File: src/rtl/switch_debouncer.sv
// rtl/switch_debouncer.sv - two-flop synchroniser and per-channel bounce filter with edge pulses
module switch_debouncer #(
    parameter int WIDTH           = 2,
    parameter int DEBOUNCE_CYCLES = 4,
    localparam int CNT_W          = $clog2(DEBOUNCE_CYCLES + 1)
) (
    input  logic             clk,
    input  logic             rst_n,
    input  logic [WIDTH-1:0] sw_raw,
    output logic [WIDTH-1:0] sw_db,
    output logic [WIDTH-1:0] sw_rise,
    output logic [WIDTH-1:0] sw_fall
);

    localparam logic [CNT_W-1:0] CNT_LAST = CNT_W'(DEBOUNCE_CYCLES - 1);

    logic [WIDTH-1:0] sync1;
    logic [WIDTH-1:0] sync2;
    logic [CNT_W-1:0] cnt [WIDTH];

    always_ff @(posedge clk or negedge rst_n) begin
        if (!rst_n) begin
            sync1   <= '0;
            sync2   <= '0;
            sw_db   <= '0;
            sw_rise <= '0;
            sw_fall <= '0;
            for (int i = 0; i < WIDTH; i++) begin
                cnt[i] <= '0;
            end
        end else begin
            sync1 <= sw_raw;
            sync2 <= sync1;
            for (int i = 0; i < WIDTH; i++) begin
                sw_rise[i] <= 1'b0;
                sw_fall[i] <= 1'b0;
                // Any cycle agreeing with the accepted level restarts the stability window.
                if (sync2[i] == sw_db[i]) begin
                    cnt[i] <= '0;
                end else if (cnt[i] != CNT_LAST) begin
                    cnt[i] <= cnt[i] + CNT_W'(1);
                end else begin
                    sw_db[i]   <= sync2[i];
                    sw_rise[i] <= sync2[i];
                    sw_fall[i] <= ~sync2[i];
                    cnt[i]     <= '0;
                end
            end
        end
    end

endmodule

File: config.mk
export PLATFORM = sky130hd
export DESIGN_NAME = switch_debouncer
export DESIGN_NICKNAME = d
export VERILOG_FILES = /design/src/rtl/switch_debouncer.sv
export SDC_FILE = /design/constraint.sdc
export NUM_CORES = 1
export LEC_CHECK = 0
export ABC_AREA = 1
export CORE_AREA = 2 2 39 41
export CTS_CLUSTER_DIAMETER = 100
export DETAILED_ROUTE_END_ITERATION = 10
export DIE_AREA = 0 0 41 43
export PLACE_DENSITY = 0.68
export SLEW_MARGIN = 20
export SYNTH_ARGS = -nofsm -noshare
export SYNTH_HDL_FRONTEND = slang
export SYNTH_SLANG_ARGS = --single-unit
File: constraint.sdc
create_clock -name clk -period 1 [get_ports clk]
set_input_delay 0.1 -clock clk [delete_from_list [all_inputs] [get_ports clk]]
set_output_delay 0.1 -clock clk [all_outputs]
set_load 0.02 [all_outputs]
==> results.cfg <==
[run_status]
status = finished clean

[worst_setup_path]
ff2ff_path_depth = 3
cp_slowest_stage_delay_ns = 0.41
cp_data_required_time_ns = 0.90
critPathMaxFanout = 4
startpoint_type = flop
r2r-end = cnt[4]$_DFF_PN0_
crit_family = flip-flops
cp_num_buf_inv = 1
critPathSlowestCell = dfrtp_1
worst-setup-path-type = flop to primary output
reg2reg_from = cnt[3]$_DFF_PN0_
r2r_setup_slack_ns = 0.07
end_kind = primary output
critical_path.cell_chain = buf_2
worstPathArrival_ns = 0.85

[logic_synthesis]
synth-xor-area-share_pct = 0
synth_top_family_by_area = simple AND/OR/NAND/NOR gates
synth_cell_types = 8
synth_compound_area_share_pct = 0
yosys_warnings = 0
synth_fp_nets = 64
post_synth_and_or_nand_nor_area_fraction_pct = 20.9
synth_cells = 58
ys_ff_latch = 16
ys_seq_area_share_pct = 68.4
synth.mux.area_fraction_pct = 0
synthAdderAreaFrac_pct = 4.27
avgSynthCellArea_um2 = 10.1
netlist_area_um2 = 586

[placed_design]
globalplace.congestion = 0.679
portBuffers = 9
dpl_cell_area_um2 = 711
dpl.hpwl_um = 559

[floorplan]
core_um2 = 1380
row_count = 14
die_y_um = 43
dieArea_um2 = 1760
fp.dieW_um = 41
num_io_pins = 10
start_util_pct = 42.3

[sta]
layout_min_cycle_time_ns = 0.953
slew_headroom_pct = 87.0
tightest_slew_ns = 0.195
clock_skew_ns = 0.000997
finalSetupViolCount = 0
slew_viol_final = 0
finalHoldViolations = 0
fmax_mhz = 1050
holdWs_ns = 0.124
finalCritPeriodShare_pct = 95.3

[grt]
grt_pass1_vias = 343
overflow = 0
grt_antenna_before_repair = 0
grt_max_degree = 17
track_usage_pct = 11.8
grt_first_pass_wirelength_um = 1400

[power_and_ir_drop]
power_density_nw_per_um2 = 2390
switchingPower_uw = 547
clockPowerShare_pct = 23.5
peakVddDrop_uv = 946
leakagePower_nw = 0.395
seqPwrFrac_pct = 47.3
internal_power_mw = 1.21
swShare_pct = 31.2
p_comb_share_pct = 29.3

[hold_path]
min_path_type = input pin to async pin

[clock_network]
insertion_delay_ns = 0.27
cts_tree = done
htree_levels = 1
cts_buffer_depth = 2
clkSinkCount = 16
cts.clk_slew.worst_paths_ns = 0.09
root_buffer = clkbuf_4
cts_buffers = 3

[drt]
drt_iter0_markers = 5
vias = 391
vias_per_cell = 4.34
drcViolationCount = 0
routedWlPerCell_um = 8.91
antenna_left = 0
firstDrtPassIters = 4
wl_um = 802

[final_layout]
fin_area_um2 = 734
n_antenna_cell = 0
drive_above_1_share_pct = 25.7
num-nets-final = 81
syn2layout_area_growth_pct = 25.4

[job]
max-cap-violations = 0
synth_stat cells:
library cell	instances	area (µm²)
nand3_1	2	10.0
nand2_1	16	60.1
nor3_1	2	10.0
ha_1	2	25.0
nand2_2	2	12.5
nor2_1	8	30.0
inv_1	10	37.5
dfrtp_1	16	400
power by group through the flow:
| stage | Combinational [mW] | Clock, mW | Sequential, mW |
|---|---|---|---|
| floorplan | 0.268 | 0 | 0.894 |
| global placement | 0.508 | 0 | 0.832 |
| detailed placement | 0.517 | 0 | 0.843 |
| CTS | 0.485 | 0.428 | 0.830 |
| global route | 0.624 | 0.458 | 0.841 |
| finish | 0.513 | 0.412 | 0.829 |
cells in the final DEF (no fill, tap or decap), drive strengths merged:
cell type and n:
ha 2, buf 9, clkdlybuf4s50 3, inv 10, nand3 2, nor2 8, nor3 2, nand2 18
dfrtp 16, clkbuf 4
area by class of cell:
class | instances | area, µm²
Clock buffer | 4 | 36.3
Timing Repair Buffer | 12 | 82.6
Tap cell | 16 | 20.0
Inverter | 10 | 37.5
Fill cell | 147 | 649
Multi-Input combinational cell | 32 | 158
Sequential cell | 16 | 400
per-stage QoR:
| step | utilization (%) | instances | setup TNS (ns) | setup slack [ns] | power [mW] |
|---|---|---|---|---|---|
| after floorplan | - | 58 | 0 | 0.115 | 1.16 |
| after CTS | 53.2 | 89 | 0 | 0.000757 | 1.74 |
| after global placement | 51.4 | 85 | -0.0718 | -0.0587 | 1.34 |
| after global routing | 53.1 | 90 | -0.000948 | -0.000948 | 1.92 |
| final | 53.1 | 90 | 0 | 0.0469 | 1.75 |
| after detailed placement | 51.4 | 85 | -0.109 | -0.0800 | 1.36 |
flip-flops by register name, indices dropped and copies added (netlist names):
signal   count
cnt          6
sync2        2
sw_fall      2
sw_rise      2
sw_db        2
sync1        2
worst max path at each step:
stage	from	to	depth (start not counted)
after detailed placement	sw_db[0]$_DFFE_PN0P_	sw_db[0]	1
after floorplan	cnt[0]$_DFF_PN0_	cnt[0]$_DFF_PN0_	4
after global routing	cnt[3]$_DFF_PN0_	cnt[3]$_DFF_PN0_	4
after global placement	sw_db[0]$_DFFE_PN0P_	sw_db[0]	1
after CTS	sw_fall[0]$_DFF_PN0_	sw_fall[0]	1
final	sw_db[0]$_DFFE_PN0P_	sw_db[0]	1
logic make-up (layout without fill, tap and decap cells):
group                    Yosys count  count (layout)
AND/OR/NAND/NOR                   30              30
flip-flops                        16              16
buffers and inverters             10              26
adder cells (fa/ha/maj)            2               2
routing by layer:
metal  up-vias  part of all wire (%)  global-route usage [%]
met4         0                   1.7                    6.00
met1       178                    45                    17.1
met3         2                   6.2                    4.71
li1        201                     -                       -
met2        10                    47                    15.0
met5         -                     0                       0
repair_timing:
action	4_1_cts	5_1_grt
setup endpoints to repair	6	7
hold buffers	0	0
gates resized for setup	21	7
gates cloned	0	0
buffers inserted	0	1
Note: power is estimated with default switching activity, not from simulation.
